[config.mk]
export PLATFORM = sky130hd
export DESIGN_NAME = mem_axi_seq_flat
export DESIGN_NICKNAME = d
export VERILOG_FILES = /design/src/rtl/mem_axi_seq_if.sv /design/src/rtl/mem_axi_seq.sv /design/src/flat_wrapper.sv
export SDC_FILE = /design/constraint.sdc
export NUM_CORES = 1
export LEC_CHECK = 0
export ABC_AREA = 1
export BUFFER_PORTS_ARGS = -buffer_cell sky130_fd_sc_hd__buf_2
export CAP_MARGIN = 30
export CORE_ASPECT_RATIO = 0.5
export CORE_UTILIZATION = 35
export CTS_CLUSTER_DIAMETER = 40
export DETAILED_ROUTE_END_ITERATION = 10
export PLACE_DENSITY = 0.66
export SLEW_MARGIN = 40
export SYNTH_ARGS = -nofsm -noshare
export SYNTH_HDL_FRONTEND = slang
export SYNTH_SLANG_ARGS = --single-unit
[constraint.sdc]
create_clock -name clk -period 2.1 [get_ports clk]
set_clock_uncertainty 0.15 [all_clocks]
set_input_delay 0.42 -clock clk [delete_from_list [all_inputs] [get_ports clk]]
set_output_delay 0.42 -clock clk [all_outputs]
set_load 0.01 [all_outputs]
[src/rtl/mem_axi_seq_if.sv]
// Bundle of the load/store request/response channel and the AXI4-Lite
// master channels for mem_axi_seq.
// The master modport is the sequencer's view. The slave modport is the view of
// whatever sits on the other side: the core LSU on the request side and the
// MMU on the AXI side.
interface mem_axi_seq_if;
   // Request / response channel toward the load/store unit
   logic        req_valid;
   logic        req_ready;
   logic        req_we;
   logic [1:0]  req_size;
   logic        req_signed;
   logic [31:0] req_addr;
   logic [31:0] req_wdata;
   logic        resp_valid;
   logic [31:0] resp_rdata;
   logic        resp_err;

   // AXI4-Lite read channels
   logic [31:0] axi_araddr;
   logic        axi_arvalid;
   logic        axi_arready;
   logic [31:0] axi_rdata;
   logic [1:0]  axi_rresp;
   logic        axi_rvalid;
   logic        axi_rready;

   // AXI4-Lite write channels
   logic [31:0] axi_awaddr;
   logic        axi_awvalid;
   logic        axi_awready;
   logic [31:0] axi_wdata;
   logic [3:0]  axi_wstrb;
   logic        axi_wvalid;
   logic        axi_wready;
   logic [1:0]  axi_bresp;
   logic        axi_bvalid;
   logic        axi_bready;

   modport master (
      input  req_valid, req_we, req_size, req_signed, req_addr, req_wdata,
      input  axi_arready, axi_rdata, axi_rresp, axi_rvalid,
      input  axi_awready, axi_wready, axi_bresp, axi_bvalid,
      output req_ready, resp_valid, resp_rdata, resp_err,
      output axi_araddr, axi_arvalid, axi_rready,
      output axi_awaddr, axi_awvalid, axi_wdata, axi_wstrb, axi_wvalid, axi_bready
   );

   modport slave (
      output req_valid, req_we, req_size, req_signed, req_addr, req_wdata,
      output axi_arready, axi_rdata, axi_rresp, axi_rvalid,
      output axi_awready, axi_wready, axi_bresp, axi_bvalid,
      input  req_ready, resp_valid, resp_rdata, resp_err,
      input  axi_araddr, axi_arvalid, axi_rready,
      input  axi_awaddr, axi_awvalid, axi_wdata, axi_wstrb, axi_wvalid, axi_bready
   );
endinterface

[src/rtl/mem_axi_seq.sv]
// mem_axi_seq: turns one load/store request at a time into an AXI4-Lite
// read (AR/R) or write (AW/W/B) transaction and returns extended load data.
//
// Handshake rule used on every channel: a transfer happens on a rising clock
// edge where valid and ready are both high; a valid, once raised, stays high
// with stable payload until that edge, and ready may be raised or lowered freely.
//
// Optional build macro: MEM_SEQ_MISALIGN_TRAP_EN. When it is defined, misaligned
// half/word requests are answered with an error and no bus access. When it is
// not defined, the misaligned low address bits are ignored for lane selection.
//
// dbg_state exposes the FSM state register (0 IDLE, 1 RD_ADDR, 2 RD_DATA,
// 3 WR_REQ, 4 WR_RESP).
module mem_axi_seq #(
   parameter int TIMEOUT = 1023
) (
   input  logic          clk,
   input  logic          rstn,
   mem_axi_seq_if.master bus,
   output logic [2:0]    dbg_state
);

   typedef enum logic [2:0] {
      IDLE    = 3'd0,
      RD_ADDR = 3'd1,
      RD_DATA = 3'd2,
      WR_REQ  = 3'd3,
      WR_RESP = 3'd4
   } state_t;

   localparam int            CW      = (TIMEOUT > 1) ? $clog2(TIMEOUT + 1) : 1;
   localparam bit            WD_EN   = (TIMEOUT != 0);
   localparam logic [CW-1:0] WD_LAST = (TIMEOUT > 0) ? CW'(TIMEOUT - 1) : '0;

   state_t        state;
   logic [CW-1:0] wd_cnt;
   logic [1:0]    cap_size;
   logic          cap_signed;
   logic [1:0]    cap_lane;   // byte lane where the loaded item starts
   logic          aw_done;
   logic          w_done;

   logic          req_bad;
   logic [1:0]    lane_n;
   logic [3:0]    strb_n;
   logic [31:0]   wdata_n;
   logic [31:0]   shifted;
   logic [31:0]   load_n;
   logic          aw_hs;
   logic          w_hs;
   logic          wd_expire;

   assign dbg_state = state;
   assign aw_hs     = bus.axi_awvalid && bus.axi_awready;
   assign w_hs      = bus.axi_wvalid && bus.axi_wready;
   // The watchdog fires on the edge that would start the TIMEOUT+1-th cycle in a bus state.
   assign wd_expire = WD_EN && (state != IDLE) && (wd_cnt == WD_LAST);

   // Decode the incoming request: legality, starting lane, strobes and replicated write data.
   always_comb begin
      req_bad = (bus.req_size == 2'b11);
`ifdef MEM_SEQ_MISALIGN_TRAP_EN
      if ((bus.req_size == 2'b01) && bus.req_addr[0])
         req_bad = 1'b1;
      if ((bus.req_size == 2'b10) && (bus.req_addr[1:0] != 2'b00))
         req_bad = 1'b1;
`endif
      lane_n  = 2'b00;
      strb_n  = 4'b1111;
      wdata_n = bus.req_wdata;
      case (bus.req_size)
         2'b00: begin
            lane_n  = bus.req_addr[1:0];
            strb_n  = 4'b0001 << bus.req_addr[1:0];
            wdata_n = {4{bus.req_wdata[7:0]}};
         end
         2'b01: begin
            // addr[0] is ignored: a half always occupies lanes 0-1 or 2-3.
            lane_n  = {bus.req_addr[1], 1'b0};
            strb_n  = bus.req_addr[1] ? 4'b1100 : 4'b0011;
            wdata_n = {2{bus.req_wdata[15:0]}};
         end
         default: ;
      endcase
   end

   // Align read data to bit 0, then mask and sign/zero-extend to the captured size.
   always_comb begin
      shifted = bus.axi_rdata >> {cap_lane, 3'b000};
      case (cap_size)
         2'b00:   load_n = cap_signed ? {{24{shifted[7]}}, shifted[7:0]}
                                      : {24'd0, shifted[7:0]};
         2'b01:   load_n = cap_signed ? {{16{shifted[15]}}, shifted[15:0]}
                                      : {16'd0, shifted[15:0]};
         default: load_n = shifted;
      endcase
   end

   // Sequencer FSM with registered bus/response outputs and the watchdog counter.
   always_ff @(posedge clk or negedge rstn) begin
      if (!rstn) begin
         state           <= IDLE;
         wd_cnt          <= '0;
         cap_size        <= 2'b00;
         cap_signed      <= 1'b0;
         cap_lane        <= 2'b00;
         aw_done         <= 1'b0;
         w_done          <= 1'b0;
         bus.req_ready   <= 1'b1;
         bus.resp_valid  <= 1'b0;
         bus.resp_rdata  <= '0;
         bus.resp_err    <= 1'b0;
         bus.axi_araddr  <= '0;
         bus.axi_arvalid <= 1'b0;
         bus.axi_rready  <= 1'b0;
         bus.axi_awaddr  <= '0;
         bus.axi_awvalid <= 1'b0;
         bus.axi_wdata   <= '0;
         bus.axi_wstrb   <= 4'b0000;
         bus.axi_wvalid  <= 1'b0;
         bus.axi_bready  <= 1'b0;
      end else begin
         // The response is a single-cycle pulse; data and error are only meaningful with it.
         bus.resp_valid <= 1'b0;
         bus.resp_rdata <= '0;
         bus.resp_err   <= 1'b0;
         if (state != IDLE)
            wd_cnt <= wd_cnt + 1'b1;

         if (wd_expire) begin
            state           <= IDLE;
            wd_cnt          <= '0;
            aw_done         <= 1'b0;
            w_done          <= 1'b0;
            bus.axi_arvalid <= 1'b0;
            bus.axi_rready  <= 1'b0;
            bus.axi_awvalid <= 1'b0;
            bus.axi_wvalid  <= 1'b0;
            bus.axi_bready  <= 1'b0;
            bus.req_ready   <= 1'b1;
            bus.resp_valid  <= 1'b1;
            bus.resp_err    <= 1'b1;
         end else begin
            case (state)
               IDLE: begin
                  wd_cnt <= '0;
                  if (bus.req_valid) begin
                     cap_size   <= bus.req_size;
                     cap_signed <= bus.req_signed;
                     cap_lane   <= lane_n;
                     if (req_bad) begin
                        // Rejected without touching the bus; stay ready for the next request.
                        bus.resp_valid <= 1'b1;
                        bus.resp_err   <= 1'b1;
                     end else if (bus.req_we) begin
                        state           <= WR_REQ;
                        bus.req_ready   <= 1'b0;
                        bus.axi_awaddr  <= bus.req_addr;
                        bus.axi_awvalid <= 1'b1;
                        bus.axi_wdata   <= wdata_n;
                        bus.axi_wstrb   <= strb_n;
                        bus.axi_wvalid  <= 1'b1;
                        aw_done         <= 1'b0;
                        w_done          <= 1'b0;
                     end else begin
                        state           <= RD_ADDR;
                        bus.req_ready   <= 1'b0;
                        bus.axi_araddr  <= bus.req_addr;
                        bus.axi_arvalid <= 1'b1;
                     end
                  end
               end
               RD_ADDR: begin
                  if (bus.axi_arready) begin
                     state           <= RD_DATA;
                     wd_cnt          <= '0;
                     bus.axi_arvalid <= 1'b0;
                     bus.axi_rready  <= 1'b1;
                  end
               end
               RD_DATA: begin
                  if (bus.axi_rvalid) begin
                     state          <= IDLE;
                     bus.axi_rready <= 1'b0;
                     bus.req_ready  <= 1'b1;
                     bus.resp_valid <= 1'b1;
                     bus.resp_err   <= (bus.axi_rresp != 2'b00);
                     bus.resp_rdata <= (bus.axi_rresp == 2'b00) ? load_n : 32'd0;
                  end
               end
               WR_REQ: begin
                  // AW and W complete independently; each valid drops after its own transfer.
                  if (aw_hs) begin
                     bus.axi_awvalid <= 1'b0;
                     aw_done         <= 1'b1;
                  end
                  if (w_hs) begin
                     bus.axi_wvalid <= 1'b0;
                     w_done         <= 1'b1;
                  end
                  if ((aw_done || aw_hs) && (w_done || w_hs)) begin
                     state          <= WR_RESP;
                     wd_cnt         <= '0;
                     aw_done        <= 1'b0;
                     w_done         <= 1'b0;
                     bus.axi_bready <= 1'b1;
                  end
               end
               WR_RESP: begin
                  if (bus.axi_bvalid) begin
                     state          <= IDLE;
                     bus.axi_bready <= 1'b0;
                     bus.req_ready  <= 1'b1;
                     bus.resp_valid <= 1'b1;
                     bus.resp_err   <= (bus.axi_bresp != 2'b00);
                  end
               end
               default: begin
                  state         <= IDLE;
                  bus.req_ready <= 1'b1;
               end
            endcase
         end
      end
   end

endmodule

[src/flat_wrapper.sv]
// flat-port wrapper written by rule: the top's interface ports become plain ports
module mem_axi_seq_flat 
#(
   parameter int TIMEOUT = 1023
)
  (clk, rstn, dbg_state, bus_req_valid, bus_req_we, bus_req_size, bus_req_signed, bus_req_addr, bus_req_wdata, bus_axi_arready, bus_axi_rdata, bus_axi_rresp, bus_axi_rvalid, bus_axi_awready, bus_axi_wready, bus_axi_bresp, bus_axi_bvalid, bus_req_ready, bus_resp_valid, bus_resp_rdata, bus_resp_err, bus_axi_araddr, bus_axi_arvalid, bus_axi_rready, bus_axi_awaddr, bus_axi_awvalid, bus_axi_wdata, bus_axi_wstrb, bus_axi_wvalid, bus_axi_bready);
  mem_axi_seq_if bus_i ();
  input  logic clk;
  input  logic rstn;
  output logic [2:0] dbg_state;
  input wire logic [$bits(bus_i.req_valid)-1:0] bus_req_valid;
  input wire logic [$bits(bus_i.req_we)-1:0] bus_req_we;
  input wire logic [$bits(bus_i.req_size)-1:0] bus_req_size;
  input wire logic [$bits(bus_i.req_signed)-1:0] bus_req_signed;
  input wire logic [$bits(bus_i.req_addr)-1:0] bus_req_addr;
  input wire logic [$bits(bus_i.req_wdata)-1:0] bus_req_wdata;
  input wire logic [$bits(bus_i.axi_arready)-1:0] bus_axi_arready;
  input wire logic [$bits(bus_i.axi_rdata)-1:0] bus_axi_rdata;
  input wire logic [$bits(bus_i.axi_rresp)-1:0] bus_axi_rresp;
  input wire logic [$bits(bus_i.axi_rvalid)-1:0] bus_axi_rvalid;
  input wire logic [$bits(bus_i.axi_awready)-1:0] bus_axi_awready;
  input wire logic [$bits(bus_i.axi_wready)-1:0] bus_axi_wready;
  input wire logic [$bits(bus_i.axi_bresp)-1:0] bus_axi_bresp;
  input wire logic [$bits(bus_i.axi_bvalid)-1:0] bus_axi_bvalid;
  output wire logic [$bits(bus_i.req_ready)-1:0] bus_req_ready;
  output wire logic [$bits(bus_i.resp_valid)-1:0] bus_resp_valid;
  output wire logic [$bits(bus_i.resp_rdata)-1:0] bus_resp_rdata;
  output wire logic [$bits(bus_i.resp_err)-1:0] bus_resp_err;
  output wire logic [$bits(bus_i.axi_araddr)-1:0] bus_axi_araddr;
  output wire logic [$bits(bus_i.axi_arvalid)-1:0] bus_axi_arvalid;
  output wire logic [$bits(bus_i.axi_rready)-1:0] bus_axi_rready;
  output wire logic [$bits(bus_i.axi_awaddr)-1:0] bus_axi_awaddr;
  output wire logic [$bits(bus_i.axi_awvalid)-1:0] bus_axi_awvalid;
  output wire logic [$bits(bus_i.axi_wdata)-1:0] bus_axi_wdata;
  output wire logic [$bits(bus_i.axi_wstrb)-1:0] bus_axi_wstrb;
  output wire logic [$bits(bus_i.axi_wvalid)-1:0] bus_axi_wvalid;
  output wire logic [$bits(bus_i.axi_bready)-1:0] bus_axi_bready;
  assign bus_i.req_valid = bus_req_valid;
  assign bus_i.req_we = bus_req_we;
  assign bus_i.req_size = bus_req_size;
  assign bus_i.req_signed = bus_req_signed;
  assign bus_i.req_addr = bus_req_addr;
  assign bus_i.req_wdata = bus_req_wdata;
  assign bus_i.axi_arready = bus_axi_arready;
  assign bus_i.axi_rdata = bus_axi_rdata;
  assign bus_i.axi_rresp = bus_axi_rresp;
  assign bus_i.axi_rvalid = bus_axi_rvalid;
  assign bus_i.axi_awready = bus_axi_awready;
  assign bus_i.axi_wready = bus_axi_wready;
  assign bus_i.axi_bresp = bus_axi_bresp;
  assign bus_i.axi_bvalid = bus_axi_bvalid;
  assign bus_req_ready = bus_i.req_ready;
  assign bus_resp_valid = bus_i.resp_valid;
  assign bus_resp_rdata = bus_i.resp_rdata;
  assign bus_resp_err = bus_i.resp_err;
  assign bus_axi_araddr = bus_i.axi_araddr;
  assign bus_axi_arvalid = bus_i.axi_arvalid;
  assign bus_axi_rready = bus_i.axi_rready;
  assign bus_axi_awaddr = bus_i.axi_awaddr;
  assign bus_axi_awvalid = bus_i.axi_awvalid;
  assign bus_axi_wdata = bus_i.axi_wdata;
  assign bus_axi_wstrb = bus_i.axi_wstrb;
  assign bus_axi_wvalid = bus_i.axi_wvalid;
  assign bus_axi_bready = bus_i.axi_bready;
  mem_axi_seq #(.TIMEOUT(TIMEOUT)) u_core (.clk(clk), .rstn(rstn), .bus(bus_i), .dbg_state(dbg_state));
endmodule
=== Word level (Yosys, flattened, before mapping) ===
Index checks and enable logic that the tools add are counted.

* $add $sub $neg: 1
* Eq/ne operators: 21
* Shifts and indexed selects: 2
* Multiplexer cells: 75
* Bitwise operators: 3
* Reduce and logical (&&, ||, !) cells: 30

{| class="wikitable"
|+ Operators with widths
! cell !! number
|-
| $mux W32 || 6
|-
| $pmux W32 S2 || 2
|-
| $mux W1 || 40
|-
| $mux W10 || 4
|-
| $reduce_and A5 Y1 || 8
|-
| $shr A32 B5 Y32 || 1
|-
| $pmux W10 S3 || 1
|-
| $mux W3 || 7
|-
| $ne A3 B2 Y1 const B || 6
|-
| $pmux W3 S5 || 1
|-
| $reduce_bool A3 Y1 || 5
|-
| $pmux W1 S2 || 7
|-
| $add A10 B1 Y10 const B || 1
|-
| $eq A10 B10 Y1 const B || 1
|-
| $ne A3 B1 Y1 const B || 3
|-
| $reduce_and A3 Y1 || 3
|-
| $ne A4 B1 Y1 const B || 2
|-
| $pmux W4 S2 || 1
|-
| $eq A3 B2 Y1 const B || 2
|-
| $logic_not A2 Y1 || 3
|-
| $pmux W1 S3 || 2
|-
| $reduce_and A6 Y1 || 1
|-
| $eq A2 B1 Y1 const B || 2
|-
| $logic_and A1 B1 Y1 || 4
|-
| 15 further kinds || 19
|}

* Register bits: 160
* Bits of input ports: 112
* Output and inout bits: 143
* Word-level logic and storage cells: 152

=== Longest topological paths before layout ===
Gate-level depths: netlist (run 1).

* Depth in word-level cells: 7
* Depth in mapped cells: 12
* Depth with buffers taken out: 12

=== Worst setup path after synthesis (run 1) ===
Ideal clock, no wire load.

* Kind: register -> register
* Start point: reg u_core.state[2] (netlist: u_core.dbg_state[2])
* End point: reg u_core.bus.axi_awaddr[0]
* Library setup time: 0.130 ns
* Arrival time: 1.450 ns
* Required time: 1.820 ns
* Path slack: 0.370 ns
* Stages on the path, launching flop included: 11
* Buffers on the path: 2
* Period minus slack after synthesis: 1.730 ns
* Path through: dfrtp_1 -> inv_1 -> nand2_1 -> nor2_4 -> nand2_2 -> nor2_2 -> inv_1 -> buf_6 -> buf_4 -> nand2_1 -> o21ai_0

* Word-level cells in the longest chain between the ends: 4

{| class="wikitable"
|+ Ends and longest elaborated chain
! element !! RTL line !! source
|-
| start, declared || mem_axi_seq.sv:35 || <nowiki>state_t state;</nowiki>
|-
| start signal, assigned || mem_axi_seq.sv:102 || <nowiki>state <= IDLE;</nowiki>
|-
| start signal, assigned || mem_axi_seq.sv:131 || <nowiki>state <= IDLE;</nowiki>
|-
| start signal, assigned || mem_axi_seq.sv:156 || <nowiki>state <= WR_REQ;</nowiki>
|-
| $reduce_bool A3 Y1 || mem_axi_seq.sv:57 || <nowiki>assign wd_expire = WD_EN && (state != IDLE) && (wd_cnt == WD_LAST);</nowiki>
|-
| $logic_and A1 B1 Y1 || mem_axi_seq.sv:57 ||
|-
| $not A1 Y1 (no source line) || -- ||
|-
| $reduce_and A5 Y1 (no source line) * || -- ||
|-
| end signal, assigned || mem_axi_seq.sv:158 || <nowiki>bus.axi_awaddr <= bus.req_addr;</nowiki>
|-
| end, declared || mem_axi_seq_if.sv:46 || <nowiki>output axi_awaddr, axi_awvalid, axi_wdata, axi_wstrb, axi_wvalid, axi_bready</nowiki>
|}

Every way passes the cells marked *; elsewhere a longest branch is shown, timed or not.
A chain may end at the register's enable or synchronous reset.

=== Final worst setup path (run 1) ===
* Start point: reg u_core.state[1] (netlist: u_core.dbg_state[1])
* End point: reg u_core.bus.resp_rdata[16]

* Word-level cells in the longest chain between the ends: 3

{| class="wikitable"
|+ Ends and longest elaborated chain
! element !! RTL line !! source
|-
| $eq A3 B2 Y1 or $reduce_bool A3 Y1 (tied branches) || mem_axi_seq.sv:144, mem_axi_seq.sv:57 ||
|-
| $mux W32 or $logic_and A1 B1 Y1 (tied branches) || mem_axi_seq.sv:144, mem_axi_seq.sv:57 ||
|-
| $mux W32 * || mem_axi_seq.sv:130 || <nowiki>if (wd_expire) begin</nowiki>
|-
| end signal, assigned || mem_axi_seq.sv:188 || <nowiki>bus.resp_rdata <= (bus.axi_rresp == 2'b00) ? load_n : 32'd0;</nowiki>
|-
| end, declared || mem_axi_seq_if.sv:44 || <nowiki>output req_ready, resp_valid, resp_rdata, resp_err,</nowiki>
|}

Marked as above.

==> summary.md, run 1 <==
| Metric | Value |
|---|---|
| Status | finished clean |
| I/O pins | between 200 and 300 |
| Sequential-to-total area share from yosys stat | 55.26% |
| DR DRC count | 0 |
| Die width | about 210 um |
| Minimum clock period | slightly below 2 ns |
| Vias | 6753 |
| Element type at the critical path end | register |
| # rows | 36 |
| Reg2Reg Setup Slack | 0.14 ns |
| Area growth, synth to finish | 31.26% |
| Peak Freq | between 500 and 600 MHz |
| Hold Path End | u_core.bus.axi_araddr[13]$_DFFE_PN0P_ |
| Critical path type | reg -> reg |
| Htree depth | 4 |
| I/O Buffers | 254 |
| Ys Warns | 0 |
| WP data required | 2.30 ns |
| Die area | around 21000 um2 |
| CTS max path bufs | 2 |
| Mapped Avg Cell Area | slightly above 8 um2 |
| Postcts setup bufs | 0 |
| CP Max Fanout | 16 |
| Total Routing Usage GR | 20.23% |
| Worst Max-Slew Pin Slew | roughly 0.45 ns |
| Initial antenna violation count | 0 |
| Wirelength per Cell | approximately 14 um |
| Clock transition at path regs | 0.07 ns |
| Leak Pwr | around 0.0055 uW |
| Mapped Cells | 898 |
| Core area | 19860 um2 |
| Antenna cells | 0 |
| Startpoint of the worst register-to-register path | u_core.dbg_state[1]$_DFFE_PN0P_ |
| Grt total ovfl | 0 |
| Initial DRC Count | 400 |
| CTS sink cnt | 160 |
| Final design utilization | between 40 and 50% |
| Min-delay src | bus_req_addr[13] |
| Vias in the first global route | 6726 |
| Worst Reg-to-Reg Cells | 7 |
| Starting Density | 36.49% |
| Synthesized net count | between 1000 and 1500 |
| Hold Path Class | in -> reg |
| Final count of negative-setup-slack endpoints | 0 |
| Worst path slowest cell | dfrtp_2 |
| Power per cell area | roughly 1400 nW/um2 |
| Worst Path Arrival | 2.16 ns |
| Unique cell type count in the Yosys netlist | 36 |
| Clock Root Buffer | clkbuf_16 |
| CTS tree | done |
| Met1 GRT Util | around a quarter |
| Worst-skew pair later-pin latency | 0.42 ns |
| Vias per inst | about 4.7 |
| Met3 GRT Util | approximately 4.6% |
| CTS buffer count | 17 |
| Share of cells above drive strength 1 | 29.22% |
| Hpwl dp | 15310 um |
| Initial DRT Pass Iterations | 5 |
| CP Launch Type | register |
| Reg-to-Reg End | u_core.bus.resp_rdata[16]$_DFF_PN0_ |
| Hold Crit Depth | 3 |
| Largest net degree at the start of global routing | 56 |
| CP cell instances | nor2_1, nand2_1, nand2_1, nor2_4, nor3_4, nand2_4, nor2_1 |
| Final period utilization | 93.46% |
| Max VDD drop | roughly 0.00070 V |
| Nets | between 1000 and 1500 |
| Synthesized cell area | roughly 7200 um2 |
| Die Height | between 100 and 150 um |
| First-pass GRT wire length | 34070 um |
| Post-DRT Antenna Nets | 0 |
| Yosys reg bits | 160 |
| Busiest layer in global routing | met2 |
| WL final | just over 20000 um |
| Hold WS | about 0.050 ns |
| Max Slew Vio Count | 0 |
| Routability Congestion | ~0.88 |
| Hold Vio Cnt, Final | 0 |
| Rel. slew slack | 70.23% |
| Met2 Use GR | between 30% and 40% |
| Crit-path max cell delay | approximately 0.46 ns |
| Total of max-cap violations | 0 |
-- power breakdown --
| group | internal, uW | switching (uW) | leakage (uW) |
|---|---|---|---|
| Sequential | 4230 | 669 | 0.00205 |
| Combinational | 1900 | 3080 | 0.00316 |
| Clock | 1870 | 1300 | 0.000282 |
-- worst max-delay path by stage --
stage               slack [ns]                                    to  depth (start not counted)                             from
floorplan                 0.37  u_core.bus.axi_awaddr[0]$_DFFE_PN0P_                         10  u_core.dbg_state[2]$_DFFE_PN0P_
global route            -0.007   u_core.bus.resp_rdata[18]$_DFF_PN0_                          7  u_core.dbg_state[1]$_DFFE_PN0P_
detailed placement        0.14     u_core.bus.axi_bready$_DFFE_PN0P_                          8  u_core.dbg_state[1]$_DFFE_PN0P_
finish                    0.14   u_core.bus.resp_rdata[16]$_DFF_PN0_                          7  u_core.dbg_state[1]$_DFFE_PN0P_
global placement          0.19     u_core.bus.axi_bready$_DFFE_PN0P_                          8  u_core.dbg_state[1]$_DFFE_PN0P_
CTS                       0.12             u_core.w_done$_DFFE_PN0P_                          9  u_core.dbg_state[1]$_DFFE_PN0P_
-- per-layer routing --
metal  up-vias  wire (um)
li1       3327          -
met1      3179       8854
met2       216      10160
met3        31       1192
met4         0        462
met5         -          0
-- flip-flops by register name, indices dropped and copies added (netlist names), 2 cells and up --
register               cells
u_core.bus.axi_wstrb       4
u_core.bus.axi_araddr     32
u_core.bus.axi_awaddr     32
u_core.bus.axi_wdata      32
u_core.cap_lane            2
u_core.dbg_state           3
u_core.wd_cnt             10
u_core.bus.resp_rdata     32
u_core.cap_size            2
-- critical path: cells and delay by family, from the launching register on --
family / cells / cell delay, ns
simple gates: 7 / 1.27
flops: 1 / 0.46
-- logic make-up after synthesis --
| kind of cell | after synthesis | synth area share [%] |
|---|---|---|
| fa+ha+maj | 2 | 0.3452 |
| flops | 160 | 55.26 |
| buf+inv | 105 | 6.473 |
| compound gates | 110 | 8.148 |
| simple gates | 513 | 28.81 |
| xor+xnor | 8 | 0.9667 |
-- cell usage after synthesis (all sizes together) --
cell type | instances | share of area, %
a21oi | 26 | 1.8
clkinv | 4 | 0.22
or2 | 2 | 0.17
nand3b | 1 | 0.10
nor3 | 2 | 0.29
a31oi | 9 | 0.78
dfrtp | 159 | 55
o2111ai | 1 | 0.12
inv | 60 | 3.1
xor2 | 7 | 0.85
nand4 | 4 | 0.35
ha | 2 | 0.35
o22ai | 2 | 0.17
nor2 | 70 | 4.2
nand2 | 388 | 20
o31ai | 7 | 0.73
xnor2 | 1 | 0.12
clkbuf | 13 | 0.67
o21ai | 63 | 4.4
buf | 28 | 2.5
o21a | 1 | 0.10
o211ai | 1 | 0.10
nand3 | 46 | 3.3
dfstp | 1 | 0.36
-- layout make-up --
| cell class | count | area, um2 |
|---|---|---|
| Fill cell | 1910 | 10350 |
| Multi-Input combinational cell | 633 | 2803 |
| Sequential cell | 160 | 4006 |
| Clock inverter | 14 | 166.4 |
| Timing Repair Buffer | 278 | 1535 |
| Clock buffer | 18 | 429.2 |
| Inverter | 64 | 241.5 |
| Tap cell | 266 | 332.8 |
-- layout by cell type (no fill, tap or decap), types with 2 or more instances in the layout --
| cell type | instances |
|---|---|
| buf_4 | 17 |
| nor2_2 | 9 |
| a31oi_1 | 9 |
| a21oi_1 | 26 |
| inv_2 | 4 |
| nor2_1 | 57 |
| nand2_1 | 381 |
| inv_1 | 56 |
| bufinv_16 | 3 |
| ha_1 | 2 |
| or2_2 | 2 |
| o22ai_1 | 2 |
| buf_12 | 6 |
| o31ai_1 | 7 |
| clkinv_1 | 3 |
| nand2_2 | 5 |
| clkinvlp_4 | 4 |
| nand4_1 | 4 |
| nand2_4 | 2 |
| xor2_1 | 7 |
| o21ai_0 | 60 |
| buf_2 | 253 |
| dfrtp_1 | 158 |
| clkinv_2 | 5 |
| nor2_4 | 4 |
| clkinv_4 | 2 |
| o21ai_1 | 2 |
| nand3_1 | 44 |
| clkbuf_16 | 17 |
-- per-stage QoR --
step                std cells  setup TNS [ns]  area (um2)  setup slack (ns)  power, uW
finish                   1433               0        9514            0.1374      13040
global route             1433        -0.01029        9514         -0.006656      14010
CTS                      1433               0        9489            0.1237      13110
detailed placement       1400               0        8884            0.1371       9901
global placement         1400               0        8884            0.1914       9767
floorplan                 898               0        7248            0.3701       7811
-- timing repair --
action	in CTS	in global routing
resized for setup	0	8
hold endpoints to repair	38	0
hold buffers	1	0
setup endpoints to repair	0	23
(Power assumes the default switching activity.)
==> run 2, diff against run 1 <==
- CORE_ASPECT_RATIO: 0.5 -> 0.7
==> run 2 against run 1 <==
Sequential share of layout area increased by 0.17 points. Sequential cell count unchanged. Final cell count increased by 0.21%. Die area decreased by 0.12%. Highest routed layer is now met5. Total power decreased by 0.91%. Worst setup slack improved by 0.059 ns. Maximum frequency increased by 3.1%. Hold slack got worse by 0.0013 ns. Design area decreased by 0.43%. Clock-buffer cell count decreased by 1. Critical path depth increased by 2.
==> summary.md, run 2 (same netlist as run 1, synthesis figures left out) <==
| Metric | Value |
|---|---|
| Status | finished clean |
| CP cell instances | inv_1, nand2_1, nor2_4, nand2_4, nor2_4, inv_2, buf_12, nand2_1, o21ai_0 |
| Total power | 12920 uW (-0.91%) |
| Hold Crit Depth | 3 (unchanged) |
| Met3 GRT Util | 7.001% (+2.4 points) |
| CTS max path bufs | 2 (unchanged) |
| Reg2Reg Setup Slack | 0.20 ns (+0.06 ns) |
| Final Cell Area | 9473 um2 (-0.43%) |
| Leak Pwr | 0.005480 uW (-0.16%) |
| Logic pwr share | 38.5% (+0.3 points) |
| Nets | 1267 (-0.079%) |
| Vias in the first global route | 6256 (-7.0%) |
| Minimum clock period | 1.904 ns (-0.05893 ns) |
| Met1 GRT Util | 27.04% (+1.2 points) |
| Antenna cells | 0 (unchanged) |
| Initial DRC Count | 541 (+35%) |
| CTS tree | done |
| Htree depth | 4 (unchanged) |
| Share of cells above drive strength 1 | 28.73% (-0.49 points) |
| Worst Path Buf+Inv | 3 (+3) |
| Die area | 21300 um2 (-0.12%) |
| Worst Reg-to-Reg Cells | 9 (+2) |
| Wirelength per Cell | 14.68 um (+1.8%) |
| Grt total ovfl | 0 (unchanged) |
| CTS sink cnt | 160 (unchanged) |
| CTS buffer count | 17 (unchanged) |
| Most common cell after layout, fill and taps aside | nand2_1 |
| Highest-count cells in the layout ignoring fill and taps | nand2_1, buf_2, dfrtp_1, o21ai_0 |
| Final design utilization | 47.20% (-0.69 points) |
| Peak Freq | 525.3 MHz (+3.1%) |
| Sw frac | 40.29% (+1.6 points) |
| Clock Root Buffer | clkbuf_16 |
| Worst Path Arrival | 2.04 ns (-0.12 ns) |
| Hold Path Class | in -> reg |
| WP data required | 2.24 ns (-0.06 ns) |
| Crit path depth | 9 (+2) |
| Max VDD drop | 0.0005811 V (-17%) |
| Area growth, synth to finish | 30.69% |
| Worst path slowest cell | dfrtp_1 |
| FILL cells | 2001 (+4.8%) |
| Busiest layer in global routing | met2 |
| Sequential Power Share | 37.7% (about the same) |
| WL final | 21080 um (+2.0%) |
| I/O Buffers | 254 (unchanged) |
| Largest net degree at the start of global routing | 84 (+50%) |
| DR DRC count | 0 (unchanged) |
| Vias | 6779 (+0.39%) |
| Hpwl dp | 15490 um (+1.2%) |
| Initial antenna violation count | 1 (+1) |
| Final period utilization | 90.65% (-2.8 points) |
| Element type at the critical path end | register |
| Reg area | 4005 um2 (about the same) |
| CP Launch Type | register |
| Max Slew Vio Count | 0 (unchanged) |
| Power per cell area | 1364 nW/um2 (-0.48%) |
| Core area | 20070 um2 (+1.0%) |
| Worst-skew pair later-pin latency | 0.42 ns (about the same) |
| Post-DRT Antenna Nets | 0 (unchanged) |
| Routability Congestion | 0.9176 (+3.8%) |
| I/O pins | 255 (unchanged) |
| Starting Density | 36.12% (-0.37 points) |
| Die width | 174 um (-15%) |
| Crit-path max cell delay | 0.44 ns (-0.02 ns) |
| Total of max-cap violations | 0 (unchanged) |
| Net Sw Power | 5206 uW (+3.2%) |
| Cell Int Power | 7715 uW (-3.5%) |
| Hold Vio Cnt, Final | 0 (unchanged) |
| Clock transition at path regs | 0.07 ns (about the same) |
| Clock Power Share | 23.9% (-0.4 points) |
| Rel. slew slack | 64.45% (-5.8 points) |
| First-pass GRT wire length | 33430 um (-1.9%) |
| Critical path type | reg -> reg |
| Placed Instance Area | 8861 um2 (-0.25%) |
| # rows | 43 (+19%) |
| Setup tns final | 0 ns (unchanged) |
| CP Max Fanout | 83 (+67) |
| Met2 Use GR | 31.08% (-2.3 points) |
| Total Routing Usage GR | 20.29% (+0.061 points) |
| Hold WS | 0.04884 ns (-0.001307 ns) |
| Final count of negative-setup-slack endpoints | 0 (unchanged) |
| Initial DRT Pass Iterations | 5 (unchanged) |
| RSZ-0062 raised after global routing | false |
| Vias per inst | 4.721 (+0.18%) |
| Multi-input logic area | 2784 um2 (-0.67%) |
| Die Height | 122.4 um (+18%) |
| Worst Max-Slew Pin Slew | 0.5277 ns (+0.08120 ns) |
| CP delay by family, top | simple AND/OR/NAND/NOR gates |
run 2: cell count changes in the layout (fill, tap and decap cells not counted), sizes merged:
cell      delta
inv          +8
clkbuf       -1
clkinv       -1
bufinv       -3
buf          -1
clkinvlp     -3
run 2: worst min-delay path: stages:
cell	delay (ns)
buf_2	0.09
nand2_1	0.05
nand2_1	0.04
run 2: final cells by class:
type	count	share of cell area [%]
Tap cell	270	3.566
Clock inverter	15	1.730
Sequential cell	160	42.28
Timing Repair Buffer	277	16.00
Inverter	64	2.549
Clock buffer	17	4.491
Multi-Input combinational cell	633	29.39
run 2: final timing paths:
check | startpoint | endpoint
worst min register to register | u_core.bus.axi_awaddr[29]$_DFFE_PN0P_ | u_core.bus.axi_awaddr[29]$_DFFE_PN0P_
worst max register to register | u_core.dbg_state[2]$_DFFE_PN0P_ | u_core.bus.axi_wdata[24]$_DFFE_PN0P_
min in group asynchronous | rstn | u_core.bus.resp_rdata[12]$_DFF_PN0_
worst min-delay path | bus_req_addr[9] | u_core.bus.axi_araddr[9]$_DFFE_PN0P_
max in group asynchronous | rstn | u_core.bus.req_ready$_DFFE_PN1P_
worst max-delay path | u_core.dbg_state[2]$_DFFE_PN0P_ | u_core.bus.axi_wdata[24]$_DFFE_PN0P_
run 2: stage by stage:
| stage | setup WS [ns] | instances |
|---|---|---|
| after floorplan | 0.3701 | 898 |
| final | 0.1963 | 1436 |
| after global placement | 0.1380 | 1402 |
| after CTS | 0.07467 | 1435 |
| after detailed placement | 0.1088 | 1402 |
| after global routing | 0.0004445 | 1436 |
run 2: what timing repair did:
action / in CTS / in global routing
hold buffers: 1 / 0
endpoints found under the hold margin: 33 / 0
buffers inserted: 0 / 1
resized for setup: 0 / 1
endpoints found under the setup margin: 0 / 33
run 2: power by group through the flow:
stage	clock network, uW	logic (uW)	registers, uW
global route	3290	5620	5010
floorplan	0	2440	5380
finish	3090	4970	4870
CTS	3160	5020	4870
global placement	0	4950	4880
detailed placement	0	5020	4880
run 2: metal layers:
layer  vias to the layer above  part of all wire, %
met5                         -                0.062
met4                         2                  1.2
met1                      3128                   45
met2                       303                   44
met3                        21                  9.7
li1                       3325                    -
==> run 3, diff against run 2 <==
- ABC_AREA: 1 -> default
- PLACE_DENSITY: 0.66 -> 0.67
==> run 3 against run 2 <==
Final cell count down 20%. Via count down 16%. Total power down 0.17%. Sequential power about the same. Core utilization up 0.50 points. Die area down 1.1%. Synthesized area down 1.1%. Non-clock buffer count up 5. Critical path depth down 3. Wire length down 11%.
==> summary.md, run 3 <==
| Metric | Value |
|---|---|
| CTS buffer count | 17 (unchanged) |
| Clock transition at path regs | 0.06 ns (about the same) |
| Number of synthesized flops with an enable pin | 0 (unchanged) |
| Most common cell after layout, fill and taps aside | buf_2 |
| Total Routing Usage GR | 18.07% (-2.2 points) |
| Highest-count cells in the layout ignoring fill and taps | buf_2, dfrtp_1, mux2_2, nand2_1, a21oi_1 |
| Final count of negative-setup-slack endpoints | 0 (unchanged) |
| Final period utilization | 95.45% (+4.8 points) |
| Grt total ovfl | 0 (unchanged) |
| Sequential-to-total area share from yosys stat | 55.89% (+0.64 points) |
| Synth Area in Simple Gates | 10.48% (-18 points) |
| Vias | 5686 (-16%) |
| Hold Vio Cnt, Final | 0 (unchanged) |
| RSZ-0062 raised after global routing | false |
| Mapped Avg Cell Area | 11.79 um2 (+46%) |
| Synth top area cells | dfrtp_1, mux2_2, mux2i_1, a21oi_1, o21ai_0 |
| Rel. slew slack | 63.80% (-0.65 points) |
| Element type at the critical path end | register |
| Share of cells above drive strength 1 | 46.77% (+18 points) |
| Routability Congestion | 0.8450 (-7.9%) |
| Vias per inst | 4.931 (+4.5%) |
| Largest area contributor in the netlist | dfrtp_1 |
| WL met3 | 1618 um (-21%) |
| Htree depth | 4 (unchanged) |
| I/O Buffers | 254 (unchanged) |
| Total of max-cap violations | 0 (unchanged) |
| Met2 WL | 8330 um (-11%) |
| Core area | 19910 um2 (-0.80%) |
| CP Max Fanout | 33 (-60%) |
| DR DRC count | 0 (unchanged) |
| Initial DRT Pass Iterations | 5 (unchanged) |
| Initial antenna violation count | 0 (-1) |
| Unique cell type count in the Yosys netlist | 57 (+58%) |
| Vias in the first global route | 5585 (-11%) |
| Async S/R FF share, synth | 100.0% (unchanged) |
| Clock Root Buffer | clkbuf_16 |
| Setup tns final | 0 ns (unchanged) |
| Die Height | 121.7 um (-0.56%) |
| Power per cell area | 1358 nW/um2 (-0.41%) |
| Nets | 984 (-22%) |
| Worst Max-Slew Pin Slew | 0.5411 ns (+0.01339 ns) |
| First-pass GRT wire length | 29840 um (-11%) |
| WP data required | 2.25 ns (about the same) |
| Max VDD drop | 0.0006430 V (+11%) |
| Area growth, synth to finish | 32.51% |
| CTS max path bufs | 2 (unchanged) |
| Minimum clock period | 2.004 ns (+0.1008 ns) |
| Largest net degree at the start of global routing | 85 (+1.2%) |
| Synthesized net count | 722 (-29%) |
| Antenna cells | 0 (unchanged) |
| Worst Path Arrival | 2.15 ns (+0.11 ns) |
| Ys flop type | dfrtp_1 |
| I/O pins | 255 (unchanged) |
| Layout Cells excl Fill | 1153 (-20%) |
| CP Launch Type | register |
| Compound-Gate Fraction of Synth Area | 10.48% (+2.3 points) |
| Yosys top cell area share | 55.53% (+0.63 points) |
| Max Slew Vio Count | 0 (unchanged) |
| CTS sink cnt | 160 (unchanged) |
| Critical path type | reg -> reg |
| WL final | 18860 um (-11%) |
| Leak Pwr | 0.004629 uW (-16%) |
| FILL cells | 1858 (-7.1%) |
| Wirelength per Cell | 16.36 um (+11%) |
| Post-Synth Adder-Cell Area | 0.3492% (+0.0040 points) |
| Die area | 21060 um2 (-1.1%) |
| Post-DRT Antenna Nets | 0 (unchanged) |
| Hold Path Class | in -> reg |
| Initial DRC Count | 264 (-51%) |
| Met1 wire length | 8781 um (-6.8%) |
| Hpwl dp | 13860 um (-11%) |
| Status | finished clean |
| Starting Density | 36.00% (-0.12 points) |
| Worst-skew pair later-pin latency | 0.42 ns (about the same) |
| Ys Warns | 0 (unchanged) |
| Top cells by count, synth | dfrtp_1, mux2_2, nand2_1, a21oi_1, o21ai_0 |
| # rows | 43 (unchanged) |
| Mapped Cells | 608 (-32%) |
| Synthesized cell area | 7166 um2 (-1.1%) |
| Peak Freq | 498.9 MHz (-5.0%) |
| Largest family of logic cells by synthesized area | multiplexers |
| Yosys reg bits | 160 (unchanged) |
| XOR/XNOR Fraction of Synth Area | 0.9778% (+0.011 points) |
| CTS tree | done |
| Multiplexer share of the synthesized area | 18.40% (+18 points) |
| Postcts setup bufs | 0 (unchanged) |
| Inst Count DP | 1120 (-20%) |
| Max Used Layer | met4 |
| Die width | 173.0 um (-0.56%) |
| Most common cell in the netlist | dfrtp_1 |
## run 3: cell types whose count changed after synthesis, moves of 8 or more
cell	before	now
mux2_2	0	82
o21ai_0	60	41
a211oi_1	0	9
nor2b_1	0	10
a21oi_1	26	43
nor2_2	11	1
nor2_1	57	36
nand2_1	383	54
inv_1	58	6
mux2i_1	0	35
nand3_1	45	7
a31oi_1	9	1
## run 3: worst max-delay path: stages, from the launching register on
cell     delay, ns
dfrtp_1       0.41
nor3_4        0.32
buf_12        0.18
nand2_1       0.10
nor2_4        0.12
buf_12        0.20
mux2_2        0.36
## run 3: path summary, 6_finish.rpt
kind                                                       from                                     to  slack (ns)  depth (start not counted)
max                             u_core.dbg_state[2]$_DFFE_PN0P_  u_core.bus.axi_araddr[15]$_DFFE_PN0P_         0.1                          6
min                                            bus_req_addr[17]  u_core.bus.axi_araddr[17]$_DFFE_PN0P_        0.08                          2
max reg2reg                     u_core.dbg_state[2]$_DFFE_PN0P_  u_core.bus.axi_araddr[15]$_DFFE_PN0P_         0.1                          6
min reg2reg                u_core.bus.axi_wdata[28]$_DFFE_PN0P_   u_core.bus.axi_wdata[28]$_DFFE_PN0P_        0.32                          2
max in group asynchronous                                  rstn  u_core.bus.axi_awaddr[22]$_DFFE_PN0P_        0.93                          3
min in group asynchronous                                  rstn             u_core.wd_cnt[8]$_DFF_PN0_        0.40                          3
## run 3: power breakdown
| part | leakage, uW | total, uW | internal (uW) | switching, uW |
|---|---|---|---|---|
| Combinational | 0.00231 | 4800 | 2240 | 2560 |
| Clock | 0.000298 | 3220 | 1890 | 1330 |
| Sequential | 0.00202 | 4880 | 4230 | 647 |
| Total | 0.00463 | 12900 | 8370 | 4530 |
## run 3: final cells by class
type | count | area (um2) | share of cell area, %
Sequential cell | 160 | 4005 | 42.18
Tap cell | 270 | 337.8 | 3.558
Inverter | 7 | 26.28 | 0.2767
Clock inverter | 15 | 182.7 | 1.924
Clock buffer | 17 | 425.4 | 4.480
Multi-Input combinational cell | 402 | 2940 | 30.97
Timing Repair Buffer | 282 | 1578 | 16.62
## run 3: layer usage
metal	GRT usage, %	up-vias
met4	4.425	0
met3	6.898	9
met1	24.52	2785
met2	27.19	205
met5	0	-
li1	-	2687
## run 3: what timing repair did
item | in CTS | in global routing
resized for setup | 0 | 3
endpoints found under the hold margin | 159 | 0
hold buffers | 1 | 0
setup endpoints to repair | 0 | 33
## run 3: through the flow
| step | worst slack [ns] | util [%] | power [uW] | area [um2] | hold slack (ns) |
|---|---|---|---|---|---|
| 2_1_floorplan | 0.1536 | - | 7676 | 7166 | -0.02559 |
| 3_3_place_gp | 0.1123 | 44.51 | 9659 | 8861 | 0.2794 |
| 3_5_place_dp | 0.06569 | 44.51 | 9738 | 8861 | 0.2847 |
| 4_1_cts | 0.04825 | 47.62 | 13020 | 9479 | 0.06268 |
| 5_1_grt | 0.003407 | 47.70 | 13710 | 9495 | 0.07217 |
| 6_report | 0.09556 | 47.70 | 12900 | 9495 | 0.08314 |
## run 3: cells by family (layout without fill, tap and decap cells)
family	Yosys count	after routing
AO/OA/AOI/OAI	121	121
buffers and inverters	46	321
flip-flops	160	160
AND/OR/NAND/NOR	151	151
XOR/XNOR	8	8
adder cells (fa/ha/maj)	2	2
multiplexers	120	120
